### src/rtl/fft_pkg.sv
// Shared types for the FFT frame sequencer: state enum, complex sample, 8-lane frame.
// A frame is a packed array of cplx_t with lane k at index k, matching the core's bus packing.
package fft_pkg;
    localparam int N_PTS  = 8;
    localparam int IDX_W  = 3;
    localparam int CPLX_W = 32;

    typedef enum logic [1:0] {LOAD, WAIT, DRAIN} fft_state_e;

    typedef struct packed {
        logic signed [CPLX_W-1:0] re;
        logic signed [CPLX_W-1:0] im;
    } cplx_t;

    typedef cplx_t [N_PTS-1:0] frame_t;

    function automatic logic [N_PTS*CPLX_W-1:0] pack_lanes(input frame_t f, input logic sel_im);
        logic [N_PTS*CPLX_W-1:0] v;
        for (int k = 0; k < N_PTS; k++)
            v[k*CPLX_W +: CPLX_W] = sel_im ? f[k].im : f[k].re;
        return v;
    endfunction

    function automatic frame_t unpack_lanes(input logic [N_PTS*CPLX_W-1:0] re_v,
                                            input logic [N_PTS*CPLX_W-1:0] im_v);
        frame_t f;
        for (int k = 0; k < N_PTS; k++) begin
            f[k].re = re_v[k*CPLX_W +: CPLX_W];
            f[k].im = im_v[k*CPLX_W +: CPLX_W];
        end
        return f;
    endfunction
endpackage

### src/rtl/fft_frame_buf.sv
// 8-entry complex register file: indexed write, whole-frame load (load wins), indexed read.
// Written the cycle after wr_en/ld_en; no flow control of its own.
module fft_frame_buf
    import fft_pkg::*;
(
    input  logic             clk,
    input  logic             rst,
    input  logic             wr_en,
    input  logic [IDX_W-1:0] wr_idx,
    input  cplx_t            wr_dat,
    input  logic             ld_en,
    input  frame_t           ld_dat,
    input  logic [IDX_W-1:0] rd_idx,
    output cplx_t            rd_dat,
    output frame_t           frame
);
    frame_t mem;

    always_ff @(posedge clk) begin
        if (rst)
            mem <= '0;
        else if (ld_en)
            mem <= ld_dat;
        else if (wr_en)
            mem[wr_idx] <= wr_dat;
    end

    assign rd_dat = mem[rd_idx];
    assign frame  = mem;
endmodule

### src/rtl/fft_frame_ctrl.sv
// Frame sequencer around an 8-point FFT core: collect 8 samples, run core with watchdog, replay 8 bins.
// Last beat at t -> fft_en at t+1; capture at c -> bin 0 at c+1; out_ready low freezes the bin stream.
module fft_frame_ctrl
    import fft_pkg::*;
#(
    parameter int DATA_W  = CPLX_W,
    parameter int MIN_LAT = 3,
    parameter int TIMEOUT = 16
) (
    input  logic                  clk,
    input  logic                  rst,
    input  logic                  in_valid,
    output logic                  in_ready,
    input  logic [DATA_W-1:0]     in_real,
    input  logic [DATA_W-1:0]     in_imag,
    input  logic                  in_last,
    output logic                  fft_en,
    output logic [8*DATA_W-1:0]   fft_x_real,
    output logic [8*DATA_W-1:0]   fft_x_imag,
    input  logic                  fft_valid,
    input  logic [8*DATA_W-1:0]   fft_y_real,
    input  logic [8*DATA_W-1:0]   fft_y_imag,
    output logic                  out_valid,
    input  logic                  out_ready,
    output logic [DATA_W-1:0]     out_real,
    output logic [DATA_W-1:0]     out_imag,
    output logic [2:0]            out_index,
    output logic                  out_last,
    output logic                  busy,
    output logic                  err_len,
    output logic                  err_timeout
);
    localparam int CNT_W = $clog2(TIMEOUT);
    localparam logic [IDX_W-1:0] LAST_IDX = IDX_W'(N_PTS - 1);

    fft_state_e       state;
    logic [IDX_W-1:0] wr_idx;
    logic [IDX_W-1:0] rd_idx;
    logic [CNT_W-1:0] wait_cnt;

    cplx_t            in_smp;
    frame_t           in_frame;
    frame_t           y_frame;
    cplx_t            res_nxt;
    cplx_t            in_rd_unused;
    frame_t           res_frame_unused;
    logic [IDX_W-1:0] rd_nxt;
    logic             in_fire;
    logic             cap;

    assign in_smp  = '{re: in_real, im: in_imag};
    assign y_frame = unpack_lanes(fft_y_real, fft_y_imag);
    assign rd_nxt  = rd_idx + IDX_W'(1);
    assign in_fire = in_valid && in_ready;
    assign cap     = (state == WAIT) && fft_valid && (wait_cnt >= CNT_W'(MIN_LAT));

    fft_frame_buf u_in_buf (
        .clk    (clk),
        .rst    (rst),
        .wr_en  (in_fire),
        .wr_idx (wr_idx),
        .wr_dat (in_smp),
        .ld_en  (1'b0),
        .ld_dat ('0),
        .rd_idx ('0),
        .rd_dat (in_rd_unused),
        .frame  (in_frame)
    );

    // Result buffer is read one bin ahead so the registered output can advance on each accept.
    fft_frame_buf u_res_buf (
        .clk    (clk),
        .rst    (rst),
        .wr_en  (1'b0),
        .wr_idx ('0),
        .wr_dat ('0),
        .ld_en  (cap),
        .ld_dat (y_frame),
        .rd_idx (rd_nxt),
        .rd_dat (res_nxt),
        .frame  (res_frame_unused)
    );

    assign fft_x_real = pack_lanes(in_frame, 1'b0);
    assign fft_x_imag = pack_lanes(in_frame, 1'b1);

    always_ff @(posedge clk) begin
        if (rst) begin
            state       <= LOAD;
            wr_idx      <= '0;
            rd_idx      <= '0;
            wait_cnt    <= '0;
            in_ready    <= 1'b1;
            fft_en      <= 1'b0;
            busy        <= 1'b0;
            out_valid   <= 1'b0;
            out_last    <= 1'b0;
            out_index   <= '0;
            out_real    <= '0;
            out_imag    <= '0;
            err_len     <= 1'b0;
            err_timeout <= 1'b0;
        end else begin
            err_len     <= 1'b0;
            err_timeout <= 1'b0;
            case (state)
                LOAD: begin
                    if (in_fire) begin
                        if (wr_idx == LAST_IDX) begin
                            err_len  <= !in_last;
                            wr_idx   <= '0;
                            wait_cnt <= '0;
                            in_ready <= 1'b0;
                            fft_en   <= 1'b1;
                            busy     <= 1'b1;
                            state    <= WAIT;
                        end else if (in_last) begin
                            // Short frame: drop it but leave the stale samples in the buffer.
                            err_len <= 1'b1;
                            wr_idx  <= '0;
                        end else begin
                            wr_idx <= wr_idx + IDX_W'(1);
                        end
                    end
                end
                WAIT: begin
                    if (cap) begin
                        fft_en    <= 1'b0;
                        out_valid <= 1'b1;
                        out_index <= '0;
                        out_last  <= 1'b0;
                        out_real  <= y_frame[0].re;
                        out_imag  <= y_frame[0].im;
                        rd_idx    <= '0;
                        state     <= DRAIN;
                    end else if (wait_cnt == CNT_W'(TIMEOUT - 1)) begin
                        err_timeout <= 1'b1;
                        fft_en      <= 1'b0;
                        busy        <= 1'b0;
                        in_ready    <= 1'b1;
                        wr_idx      <= '0;
                        state       <= LOAD;
                    end else begin
                        wait_cnt <= wait_cnt + CNT_W'(1);
                    end
                end
                DRAIN: begin
                    if (out_ready) begin
                        if (rd_idx == LAST_IDX) begin
                            out_valid <= 1'b0;
                            out_last  <= 1'b0;
                            out_index <= '0;
                            busy      <= 1'b0;
                            in_ready  <= 1'b1;
                            rd_idx    <= '0;
                            wr_idx    <= '0;
                            state     <= LOAD;
                        end else begin
                            rd_idx    <= rd_nxt;
                            out_index <= rd_nxt;
                            out_last  <= (rd_nxt == LAST_IDX);
                            out_real  <= res_nxt.re;
                            out_imag  <= res_nxt.im;
                        end
                    end
                end
                default: state <= LOAD;
            endcase
        end
    end
endmodule

### config.mk
export PLATFORM = sky130hd
export DESIGN_NAME = fft_frame_ctrl
export DESIGN_NICKNAME = d
export VERILOG_FILES = /design/src/rtl/fft_pkg.sv /design/src/rtl/fft_frame_buf.sv /design/src/rtl/fft_frame_ctrl.sv
export SDC_FILE = /design/constraint.sdc
export NUM_CORES = 2
export LEC_CHECK = 0
export CORE_AREA = 2 2 450 452
export CTS_CLUSTER_SIZE = 14
export DETAILED_ROUTE_END_ITERATION = 7
export DIE_AREA = 0 0 452 454
export GPL_TIMING_DRIVEN = 0
export PLACE_DENSITY = 0.48
export SETUP_SLACK_MARGIN = 0.02
export SYNTH_ARGS = -nofsm -noshare
export SYNTH_HDL_FRONTEND = slang
export SYNTH_SLANG_ARGS = --single-unit
### constraint.sdc
create_clock -name clk -period 4.5 [get_ports clk]
set_input_delay 0.9 -clock clk [delete_from_list [all_inputs] [get_ports clk]]
set_output_delay 0.9 -clock clk [all_outputs]
set_load 0.005 [all_outputs]
## After elaboration in Yosys (flattened, before gate mapping)

Cells that the tools add are included.

| word-level totals | value |
|---|---|
| register bits after elaboration | 1107 |
| bits of input ports | 582 |
| output and inout bits | 586 |
| logic and storage cells | 152 |

| cells by class | value |
|---|---|
| add/sub/neg operators | 3 |
| order comparisons | 4 |
| equal/unequal tests | 16 |
| mux-type cells | 62 |
| bitwise gates (word level) | 3 |
| reductions and logical operators | 19 |

Operator list:

| kind | count |
|---|---|
| $bwmux W512 | 1 |
| $bmux W64 S3 | 1 |
| $demux W64 S3 | 1 |
| $mux W32 | 6 |
| $mux W64 | 2 |
| $pmux W32 S2 | 2 |
| $mux W3 | 10 |
| $mux W1 | 20 |
| $mux W4 | 4 |
| $ne A2 B2 Y1 const B | 8 |
| $mux W2 | 6 |
| $reduce_and A4 Y1 | 3 |
| $reduce_and A5 Y1 | 2 |
| $eq A3 B3 Y1 const B | 3 |
| $pmux W3 S3 | 1 |
| $lt A3 B4 Y1 const B | 2 |
| $pmux W4 S2 | 1 |
| $reduce_and A7 Y1 | 1 |
| $add A3 B1 Y3 const B | 2 |
| $pmux W1 S2 | 3 |
| $pmux W1 S3 | 2 |
| $pmux W2 S3 | 1 |
| $pmux W3 S2 | 1 |
| $reduce_and A6 Y1 | 1 |
| 16 further kinds | 23 |

## Depth between registers and ports, before layout

| depth | value |
|---|---|
| word-level depth | 6 |
| depth in mapped cells | 12 |
| mapped depth without buffers | 6 |

## Hierarchy

From an unflattened synthesis, not the netlist that was laid out.

| second synthesis, totals | value |
|---|---|
| cell total of the unflattened synthesis | 6248 |
| area, all modules | 60870.9 µm² |

By module, submodules not included:

| module | times used | cells an instance | area each (µm²) | seq. area each (µm²) |
|---|---|---|---|---|
| fft_frame_buf | 2 | 2918 | 28304.6 | 10249.8 |
| fft_frame_ctrl | 1 | 412 | 4261.6 | 1661.6 |

## Worst setup path before layout

OpenSTA, ideal clock, no wires.

| timing path | value |
|---|---|
| kind | register -> register |
| from | register rd_idx[0] |
| to | register out_real[5] |
| library setup time | 0.141 ns |
| data arrival time | 2.415 ns |
| required time | 4.359 ns |
| slack | 1.944 ns |
| stages on the path, launching flop included | 13 |
| buffers on the path | 6 |
| clock period less this slack | 2.556 ns |
| cell sequence | dfxtp_1 > buf_2 > buf_2 > buf_2 > inv_1 > ha_1 > buf_2 > buf_2 > buf_2 > mux2i_1 > nor2_1 > nor4_2 > nor3_2 |

| on the way | value |
|---|---|
| word-level cells in the longest chain between the ends | 6 |
| elaborated cells on any way between the ends | 9 |
| those cells by class | add/sub: 1; eq/ne: 2; mux: 5; reduce/logical: 1 |

RTL lines:

| item | RTL line | RTL |
|---|---|---|
| from (decl) | fft_frame_ctrl.sv:38 | `logic [IDX_W-1:0] rd_idx;` |
| from (signal assigned) | fft_frame_ctrl.sv:159 | `rd_idx <= rd_nxt;` |
| $add A3 B1 Y3 | fft_frame_ctrl.sv:53 | `assign rd_nxt = rd_idx + IDX_W'(1);` |
| $bmux W64 S3 | fft_frame_buf.sv:28 | `assign rd_dat = mem[rd_idx];` |
| $mux W64 (not written as such) | fft_frame_buf.sv:28 |  |
| $mux W32 | fft_frame_ctrl.sv:149 | `if (rd_idx == LAST_IDX) begin` |
| $mux W32 | fft_frame_ctrl.sv:148 | `if (out_ready) begin` |
| $pmux W32 S2 | fft_frame_ctrl.sv:106 | `case (state)` |
| to (signal assigned) | fft_frame_ctrl.sv:132 | `out_real <= y_frame[0].re;` |
| to (signal assigned) | fft_frame_ctrl.sv:162 | `out_real <= res_nxt.re;` |
| to (decl) | fft_frame_ctrl.sv:25 | `output logic [DATA_W-1:0] out_real,` |

Parallel ways exist; a longest one is shown, timed or not. The select of a mux whose other input is x is not followed.
A chain may end at the register's enable or synchronous reset.

## Worst setup path in the final report

| timing path | value |
|---|---|
| from | register rd_idx[0] |
| to | register out_imag[16] |

| on the way | value |
|---|---|
| word-level cells in the longest chain between the ends | 6 |
| elaborated cells on any way between the ends | 9 |
| those cells by class | add/sub: 1; eq/ne: 2; mux: 5; reduce/logical: 1 |

RTL lines:

| item | RTL line | RTL |
|---|---|---|
| $add A3 B1 Y3 | fft_frame_ctrl.sv:53 |  |
| $bmux W64 S3 | fft_frame_buf.sv:28 |  |
| $mux W64 (not written as such) | fft_frame_buf.sv:28 |  |
| $mux W32 | fft_frame_ctrl.sv:149 |  |
| $mux W32 | fft_frame_ctrl.sv:148 |  |
| $pmux W32 S2 | fft_frame_ctrl.sv:106 |  |
| to (signal assigned) | fft_frame_ctrl.sv:133 | `out_imag <= y_frame[0].im;` |
| to (signal assigned) | fft_frame_ctrl.sv:163 | `out_imag <= res_nxt.im;` |
| to (decl) | fft_frame_ctrl.sv:26 | `output logic [DATA_W-1:0] out_imag,` |

Parallel ways exist; a longest one is shown, timed or not. The select of a mux whose other input is x is not followed.

==> impl_metrics.env <==
export IMPL_synth_simple_gate_area_share_pct=23.0
export IMPL_critical_setup_path_kind="flip-flop to flip-flop"
export IMPL_ios=1168
export IMPL_synth_area_per_cell_um2=7.93
export IMPL_groute_usage_overall_pct=24.4
export IMPL_io_buffers=1102
export IMPL_multiplexer_area_fraction_after_synthesis_pct=5.94
export IMPL_hold_vio_cnt_final=0
export IMPL_crit_chain="buf_2, buf_2, buf_4, inv_1, ha_1, buf_2, nand3_1, clkbuf_1, o22ai_1, nor4_2, nor3_2"
export IMPL_antenna_found_initial=50
export IMPL_path_max_fanout=10
export IMPL_worstMarginPinSlew_ns=1.50
export IMPL_synth_edf_count=0
export IMPL_layout_area_overhead_vs_synth_pct=43.9
export IMPL_layout_cells_most_common="nand2_1"
export IMPL_ant_nets=0
export IMPL_max_freq_mhz=230
export IMPL_syn_inst=5500
export IMPL_initialDrtViolationCount=3054
export IMPL_ctsRootBufferMaster="clkbuf_16"
export IMPL_cellLeakagePower_nw=21.1
export IMPL_coreArea_um2=201000
export IMPL_rsz0062_at_grt="false"
export IMPL_globalRoute_totalOverflow=0
export IMPL_clk_transition_reported_paths_ns=0.06
export IMPL_worst_clock_skew_ns=0.0346
export IMPL_cp_data_arrival_time_ns=4.99
export IMPL_worst_r2r_endpoint="out_imag[16]"
export IMPL_asyncSetResetFlopFracSynth_pct=0
export IMPL_synth_fa_ha_area_share_pct=0.316
export IMPL_period_share_pct=96.5
export IMPL_die_height_um=454
export IMPL_grt_pass1_wl_um=348000
export IMPL_cts_setup_buffers=0
export IMPL_cp_required_ns=5.14
export IMPL_via_count_of_the_first_global_routing_pass=43200
export IMPL_yosys_register_bits=1107
export IMPL_cp_end_kind="flip-flop"
export IMPL_largest_family_of_logic_cells_by_synthesized_area="simple AND/OR/NAND/NOR gates"
export IMPL_cts_path_max_buffers=3
export IMPL_yosysWarningCount=0
export IMPL_synth_compound_area_share_pct=14.2
export IMPL_power_per_cell_area_nw_per_um2=359
export IMPL_cp_slowest_stage_delay_ns=0.69
export IMPL_synth_unique_cells=55
export IMPL_clock_sinks=1107
export IMPL_setup_violations=0
export IMPL_clkLatencyLatePin_ns=0.81
export IMPL_drc=0
export IMPL_run_status="finished, violations left"
export IMPL_fin_hold_ws_ns=0.435
export IMPL_worstReg2RegStart="rd_idx[0]"
export IMPL_slew_violations=0
export IMPL_final_min_clock_period_ns=4.34
export IMPL_slew_limit_headroom_pct=0.131
export IMPL_placementRows=165
export IMPL_htree_levels=4
export IMPL_timing_endpoint_of_the_critical_path="out_imag[16]"
export IMPL_fin_nets=7343
export IMPL_via_count=44200
export IMPL_mappedNetlistArea_um2=43600
export IMPL_place_gp_congestion=0.921
export IMPL_path_common_cell="buf_2"
export IMPL_syn_nets=6093
export IMPL_ff2ff_setup_slack_ns=0.16
export IMPL_max_cap_violations=1
export IMPL_grt_max_degree=17
export IMPL_worst_r2r_path_depth=11
export IMPL_ir_drop_uv=282
export IMPL_critPathLaunchType="flip-flop"
export IMPL_share_of_post_route_cells_with_drive_strength_above_1_pct=9.15
export IMPL_violations="max-capacitance violations"
export IMPL_numCtsBuffers=136
export IMPL_die_width_um=452
export IMPL_crit_path_start="rd_idx[0]"
export IMPL_final_cell_mix="nand2_1, dfxtp_1, clkdlybuf4s50_1"
export IMPL_synth_seq_area_share_pct=50.8
export IMPL_synth_xor_area_share_pct=0.0201
export IMPL_routed_wirelength_um=262000
export IMPL_synth_top_flop_cell="dfxtp_1"
export IMPL_layout_filler_cells=21600
export IMPL_tritoncts="built"
export IMPL_route_detailed_wl_per_inst_um=27.4
export IMPL_dieArea_um2=205000
export IMPL_initial_utilization_pct=21.7
export IMPL_dr_pass1_iters=6
export IMPL_setup_total_negative_slack_ns=0
export IMPL_via_density=4.62
export IMPL_dp_final_hpwl_um=202000
export IMPL_slowest_library_cell_on_the_worst_path="nand3_1"
export IMPL_hold_class="input port to flip-flop"
export IMPL_cts_hold_repair_buffers=0
[cells by family (layout without fill, tap and decap cells)]
family,Yosys count,count (layout)
and+or+nand+nor,2381,2381
AOI/OAI and AO/OA,1186,1186
DFF,1107,1107
buffers and inverters,555,1905
muxes,259,259
adders and majority gates,11,11
xor gates and xnor gates,1,1
other,0,30
[cell usage after synthesis (all sizes together), types with 6 or more instances]
cell type,count,area [um^2]
mux2i,259,2590
o22ai,131,820
nand3b,6,48.8
clkbuf,206,776
inv,70,263
dfxtp,1107,22200
a21oi,1032,5160
nand2b,11,68.8
or2,6,37.5
buf,279,1450
nor3,71,666
o21ai,7,35.0
ha,11,138
nand2,2057,7720
nand3,6,35.0
nor4,66,797
nor2,136,515
nor2b,6,37.5
[critical path, delay by kind of cell (launching register included)]
kind | cells | cell delay [ns]
AOI/OAI and AO/OA | 1 | 0.25
adders and majority gates | 1 | 0.32
buffers and inverters | 6 | 2.04
DFF | 1 | 0.37
and+or+nand+nor | 3 | 1.17
[metal layers]
layer  vias to the layer above  GRT usage, %  share of wire, %
li1                      20600             -                 -
met5                         -             0             0.024
met3                       410          6.10               7.2
met2                      1754          42.8                50
met1                     21400          27.9                39
met4                        10          10.6               4.4
[sequential cells by signal, summed over array words and instances (netlist names), 2 cells and up]
name	cells
out_imag	32
u_res_buf.frame	512
wait_cnt	4
rd_idx	3
u_in_buf.frame	512
state	2
out_real	32
wr_idx	3
[worst min path at each step]
stage | start | endpoint | depth (start not counted)
final | in_imag[30] | u_in_buf.frame[286] | 3
after global routing | in_imag[30] | u_in_buf.frame[350] | 3
after CTS | in_imag[30] | u_in_buf.frame[350] | 3
after detailed placement | u_res_buf.frame[452] | u_res_buf.frame[452] | 2
after global placement | u_in_buf.frame[367] | u_in_buf.frame[367] | 2
after floorplan | u_res_buf.frame[100] | u_res_buf.frame[100] | 2
[timing repair]
| action | CTS | global route |
|---|---|---|
| setup endpoints to repair | 33 | 3 |
| hold endpoints to repair | 0 | 0 |
| resized for setup | 4 | 1 |
[final cells by class]
type | count | area (um^2) | share of cell area [%]
buffer | 485 | 2250 | 3.58
clock inverter | 32 | 314 | 0.500
inverter | 70 | 263 | 0.419
tap | 2672 | 3340 | 5.33
sequential | 1107 | 22200 | 35.3
clock buffer | 206 | 4130 | 6.58
timing repair buffer | 1112 | 11200 | 17.9
antenna | 30 | 75.1 | 0.120
multi-input combinational | 3838 | 19000 | 30.3
[power by group]
group	internal, mW	switching (mW)
Sequential	9.86	0.0348
Clock	6.50	4.63
Combinational	0.620	0.870
Total	17.0	5.54
[metrics by stage]
stage                     total power, mW  util (%)  area, um^2  cells  setup slack (ns)
after floorplan                      10.5         -       43600   5500              1.94
after global placement               11.6      28.9       58000   9274            -0.583
after detailed placement             11.6      29.0       58200   9284            -0.574
after CTS                            22.8      31.2       62700   9522            0.0304
after global routing                 23.2      31.2       62700   9538            0.0521
final                                22.5      31.3       62800   9552             0.156
No activity file was read; power rests on OpenSTA's default activity.
